[src/rtl/memory_round_engine.sv]
// memory_round_engine: generates, displays and checks one memory-game round.
// Define ROUND_TIMEOUT_EN to lose the round after TIMEOUT_CYCLES idle input cycles.
module memory_round_engine #(
   parameter int          SHOW_CYCLES    = 8,
   parameter int          GAP_CYCLES     = 4,
   parameter int          TIMEOUT_CYCLES = 64,
   parameter logic [15:0] LFSR_SEED      = 16'hACE1
) (
   input  logic       clock,
   input  logic       rst,
   input  logic       auth_bit,
   input  logic       log_out,
   input  logic       start,
   input  logic [3:0] level_num,
   input  logic       key_valid,
   input  logic [1:0] key,
   output logic       show_valid,
   output logic [1:0] show_sym,
   output logic       input_ready,
   output logic [3:0] progress,
   output logic       busy,
   output logic       win,
   output logic       lose
);

   localparam int PW = 16;
`ifdef ROUND_TIMEOUT_EN
   localparam logic TO_EN = 1'b1;
`else
   localparam logic TO_EN = 1'b0;
`endif

   typedef enum logic [2:0] {
      S_IDLE, S_GEN, S_SHOW, S_GAP, S_INPUT, S_WIN, S_LOSE
   } state_t;

   state_t        state_q, state_d;
   logic [15:0]   lfsr_q, lfsr_d;
   logic [3:0]    len_q, len_d;
   logic [3:0]    idx_q, idx_d;
   logic [3:0]    progress_q, progress_d;
   logic [PW-1:0] ph_q, ph_d;
   logic          show_valid_q, show_valid_d;
   logic [1:0]    show_sym_q, show_sym_d;
   logic          input_ready_q, input_ready_d;
   logic          busy_q, busy_d;
   logic          win_q, win_d;
   logic          lose_q, lose_d;
   logic [1:0]    seq_q [16];
   logic          wr_en;
   logic          abort, show_end, gap_end, to_hit, key_ok;

   assign abort    = log_out | ~auth_bit;
   assign show_end = ph_q == PW'(SHOW_CYCLES - 1);
   assign gap_end  = ph_q == PW'(GAP_CYCLES - 1);
   assign to_hit   = TO_EN && (ph_q == PW'(TIMEOUT_CYCLES - 1));
   assign key_ok   = key == seq_q[progress_q];

   always_comb begin
      state_d    = state_q;
      lfsr_d     = {lfsr_q[14:0],
                    lfsr_q[15] ^ lfsr_q[13] ^ lfsr_q[12] ^ lfsr_q[10]};
      len_d      = len_q;
      idx_d      = idx_q;
      progress_d = progress_q;
      ph_d       = ph_q;
      wr_en      = 1'b0;
      unique case (state_q)
         S_IDLE: begin
            if (start && auth_bit) begin
               state_d    = S_GEN;
               len_d      = level_num;
               idx_d      = 4'd0;
               progress_d = 4'd0;
            end
         end
         S_GEN: begin
            wr_en = 1'b1;
            if (idx_q == len_q) begin
               state_d = S_SHOW;
               idx_d   = 4'd0;
               ph_d    = '0;
            end else begin
               idx_d = idx_q + 4'd1;
            end
         end
         S_SHOW: begin
            if (show_end) begin
               state_d = S_GAP;
               ph_d    = '0;
            end else begin
               ph_d = ph_q + 1'b1;
            end
         end
         S_GAP: begin
            if (!gap_end) begin
               ph_d = ph_q + 1'b1;
            end else if (idx_q == len_q) begin
               state_d = S_INPUT;
               idx_d   = 4'd0;
               ph_d    = '0;
            end else begin
               state_d = S_SHOW;
               idx_d   = idx_q + 4'd1;
               ph_d    = '0;
            end
         end
         S_INPUT: begin
            if (key_valid) begin
               ph_d = '0;
               if (!key_ok)
                  state_d = S_LOSE;
               else if (progress_q == len_q)
                  state_d = S_WIN;
               else
                  progress_d = progress_q + 4'd1;
            end else if (to_hit) begin
               state_d = S_LOSE;
            end else if (TO_EN) begin
               ph_d = ph_q + 1'b1;
            end
         end
         S_WIN, S_LOSE: begin
            state_d    = S_IDLE;
            progress_d = 4'd0;
            idx_d      = 4'd0;
         end
         default: state_d = S_IDLE;
      endcase
      // Abort outranks everything, including a final correct key.
      if (abort) begin
         state_d    = S_IDLE;
         progress_d = 4'd0;
         idx_d      = 4'd0;
         ph_d       = '0;
         wr_en      = 1'b0;
      end
      show_valid_d  = state_d == S_SHOW;
      input_ready_d = state_d == S_INPUT;
      busy_d        = state_d != S_IDLE;
      win_d         = state_d == S_WIN;
      lose_d        = state_d == S_LOSE;
      show_sym_d    = 2'b00;
      if (state_d == S_SHOW)
         show_sym_d = (wr_en && idx_q == idx_d) ? lfsr_q[1:0]
                                                : seq_q[idx_d];
   end

   always_ff @(posedge clock) begin
      if (wr_en)
         seq_q[idx_q] <= lfsr_q[1:0];
   end

   always_ff @(posedge clock or posedge rst) begin
      if (rst) begin
         state_q       <= S_IDLE;
         lfsr_q        <= LFSR_SEED;
         len_q         <= 4'd0;
         idx_q         <= 4'd0;
         progress_q    <= 4'd0;
         ph_q          <= '0;
         show_valid_q  <= 1'b0;
         show_sym_q    <= 2'b00;
         input_ready_q <= 1'b0;
         busy_q        <= 1'b0;
         win_q         <= 1'b0;
         lose_q        <= 1'b0;
      end else begin
         state_q       <= state_d;
         lfsr_q        <= lfsr_d;
         len_q         <= len_d;
         idx_q         <= idx_d;
         progress_q    <= progress_d;
         ph_q          <= ph_d;
         show_valid_q  <= show_valid_d;
         show_sym_q    <= show_sym_d;
         input_ready_q <= input_ready_d;
         busy_q        <= busy_d;
         win_q         <= win_d;
         lose_q        <= lose_d;
      end
   end

   assign show_valid  = show_valid_q;
   assign show_sym    = show_sym_q;
   assign input_ready = input_ready_q;
   assign progress    = progress_q;
   assign busy        = busy_q;
   assign win         = win_q;
   assign lose        = lose_q;

endmodule

[config.mk]
export PLATFORM = sky130hd
export DESIGN_NAME = memory_round_engine
export DESIGN_NICKNAME = d
export VERILOG_FILES = /design/src/rtl/memory_round_engine.sv
export SDC_FILE = /design/constraint.sdc
export NUM_CORES = 1
export LEC_CHECK = 0
export CAP_MARGIN = 20
export CORE_UTILIZATION = 55
export CTS_CLUSTER_DIAMETER = 30
export DETAILED_ROUTE_END_ITERATION = 10
export GPL_TIMING_DRIVEN = 0
export PLACE_DENSITY = 0.75
export RECOVER_POWER = 50
export SKIP_CTS_REPAIR_TIMING = 1
export SYNTH_ARGS = -nofsm -noshare
export SYNTH_HDL_FRONTEND = slang
export SYNTH_SLANG_ARGS = --single-unit
[constraint.sdc]
create_clock -name clock -period 3.1 [get_ports clock]
set_clock_uncertainty 0.15 [all_clocks]
set_input_delay 0.62 -clock clock [delete_from_list [all_inputs] [get_ports clock]]
set_output_delay 0.62 -clock clock [all_outputs]
set_load 0.01 [all_outputs]
==> flow_summary.yaml <==
run_status:
  status: "finished clean"
power_and_ir_drop:
  ir_worst_vdd_v: 0.000305
  p_per_area_nw_per_um2: 455
  comb_power_share: 0.051
  p_total_w: 0.00229
  power.net_switching_w: 0.000506
  swShare: 0.221
  intPower_w: 0.00178
  clkPwrFrac: 0.426
  leakage_nw: 2.08
  p_seq_frac: 0.523
placed_design:
  gp_congestion: 0.835
  hpwl_um: 6450
  io_buffers: 22
  place.detailed.instances: 495
  post_dp_cell_area_sq_um: 4740
die:
  die_w_um: 91.2
  die_h_um: 91.2
  io-pin-count: 23
  die_area_sq_um: 8310
  rows: 32
  start_util: 0.566
  core-area_sq_um: 7730
clock_network:
  clock_latency_ns: 0.36
  clock_path_buffers: 2
  cts-buffers-inserted: 9
  cts_htree_levels: 3
  cts_tree: "yes"
  cts_sinks: 86
  cts_root_buf: "clkbuf_8"
  cts.clk_slew.worst_paths_ns: 0.10
worst_setup_path:
  cp.arrival_ns: 3.10
  critPathMaxFanout: 10
  critPathCaptureType: "register"
  startpoint_type: "register"
  crit_required_ns: 3.18
  worstSetupPathType: "reg -> reg"
cells_and_area:
  final_common_cell: "dfrtp_1"
  final_cells: 515
  antenna_cells: 0
  fill_cells: 596
  postLayoutCoreUtil: 0.651
  syn_to_final_growth_pct: 14.9
  layout.cells.most_common_list: "dfrtp_1, nor2_1, edfxtp_1, nand2_1, mux2i_1"
  drive_gt1_frac: 0.157
  layout.nets: 426
  finish.instance_area_sq_um: 5030
timing:
  hold_viol_final: 0
  setup_viol: 0
  fmax_mhz: 332
  rsz0062_at_grt: "true"
  fin_crit_ns: 3.01
  slew-limit-headroom: 0.297
  post-route-period-util: 0.972
  drv_slew: 0
  tightest_slew_ns: 1.05
yosys:
  synthesis.instances: 370
  synth-seq-cells: 86
  ys.warnings.count: 0
  syn_area_sq_um: 4370
  synth_area_leaders: "dfrtp_1, edfxtp_1, mux2i_1, dfstp_2, mux4_2"
  synth_nets: 388
  ys_seq_area_frac: 0.531
  synth_edf_count: 32
  synthFlopType: "dfrtp_1"
  synth_top_area_share: 0.263
  async_flop_share: 0.628
  synth_area_per_cell_sq_um: 11.8
  synth.distinct_cells: 54
  synth_largest_area_cell: "dfrtp_1"
route:
  wl_per_cell_um: 17.8
  drt_iter0_drc: 169
  wl_um: 9150
  first_pass_iters: 5
  drc_errors: 0
  dr_total_vias: 3095
  ant_nets: 0
  via_per_inst: 6.01
global_routing:
  track_usage: 0.235
  overflow: 0
  antenna_found_initial: 0
  grt_max_degree: 44
  grt_pass1_vias: 3073
  grt_pass1_wl_um: 15000
hold_path:
  hold_class: "reg -> reg"
flow_run:
  cap_violations: 0
[stage by stage]
stage,hold WS [ns],TNS (ns),setup slack (ns)
floorplan,0.181,0,0.425
global placement,0.185,-0.284,-0.167
detailed placement,0.186,-0.379,-0.205
CTS,0.207,-0.286,-0.152
global route,0.216,-0.0461,-0.0461
finish,0.203,0,0.0873
[power by group through the flow]
stage          clock network (W)  logic [W]  registers, W
2_1_floorplan                  0  0.0000810       0.00122
3_3_place_gp                   0   0.000113       0.00122
3_5_place_dp                   0   0.000119       0.00122
4_1_cts                 0.000989   0.000120       0.00120
5_1_grt                  0.00103   0.000130       0.00120
6_report                0.000975   0.000117       0.00120
[layer usage]
layer,part of all wire,vias up,global-route usage
met2,0.47,98,0.377
met3,0.050,26,0.0385
li1,-,1429,-
met4,0.033,0,0.119
met1,0.45,1542,0.310
met5,0,-,0
[worst max-delay path: stages (launching register included)]
cell and delay (ns):
dfrtp_1 0.42, ha_1 0.25, nor4b_2 0.19, and4_1 0.19
buf_6 0.13, a2111o_1 0.48, and2_4 0.17, buf_6 0.15
buf_12 0.15, a211oi_2 0.23, a211oi_1 0.08, o21ai_1 0.17
o211ai_1 0.12
[layout make-up]
class                   count  area [sq um]  share of cell area
flip-flops and latches     86          2320               0.462
multi-input cells         254          1910               0.380
repair buffers             27           255              0.0508
clock inverters             7           128              0.0254
well taps                 102           128              0.0254
clock buffers               9           124              0.0246
plain buffers              15           103              0.0204
inverters                  15          56.3              0.0112
[sequential cells by signal, summed over array words and instances, names as in the netlist]
name         flops
seq_q           32
lfsr_q          16
ph_q            16
idx_q            4
len_q            4
progress         4
state_q          3
show_sym         2
busy             1
input_ready      1
lose             1
show_valid       1
win              1
[final timing paths]
| kind | start | depth (start not counted) | slack, ns | end |
|---|---|---|---|---|
| max reg2reg | ph_q[0]$_DFFE_PP0P_ | 12 | 0.09 | show_sym[0]$_DFF_PP0_ |
| min | lfsr_q[3]$_DFF_PP0_ | 0 | 0.20 | lfsr_q[4]$_DFF_PP0_ |
| max in group asynchronous | rst | 3 | 0.83 | progress[0]$_DFFE_PP0P_ |
| min reg2reg | lfsr_q[3]$_DFF_PP0_ | 0 | 0.20 | lfsr_q[4]$_DFF_PP0_ |
| min in group asynchronous | rst | 2 | 0.54 | ph_q[1]$_DFFE_PP0P_ |
| max | ph_q[0]$_DFFE_PP0P_ | 12 | 0.09 | show_sym[0]$_DFF_PP0_ |
[cells by family after synthesis]
group / Yosys count / share of synthesized area
XOR/XNOR: 24 / 0.0481
adder cells (fa/ha/maj): 6 / 0.0172
multiplexers: 37 / 0.109
flip-flops: 86 / 0.531
AO/OA/AOI/OAI: 72 / 0.118
AND/OR/NAND/NOR: 115 / 0.140
buffers and inverters: 30 / 0.0363
[synthesized netlist by cell type, types with 7 or more instances]
cell type  count
dfstp_2        8
nand2_1       25
nand4_1       10
xor2_1        11
nor3_1         7
mux2i_1       23
o21ai_0       17
a211oi_1       8
a21oi_1       10
dfrtp_1       46
nand2b_1       8
mux4_2         8
xnor2_1       13
and3_1         7
inv_1         15
edfxtp_1      32
nor2_1        35
No activity file was read; power rests on OpenSTA's default activity.
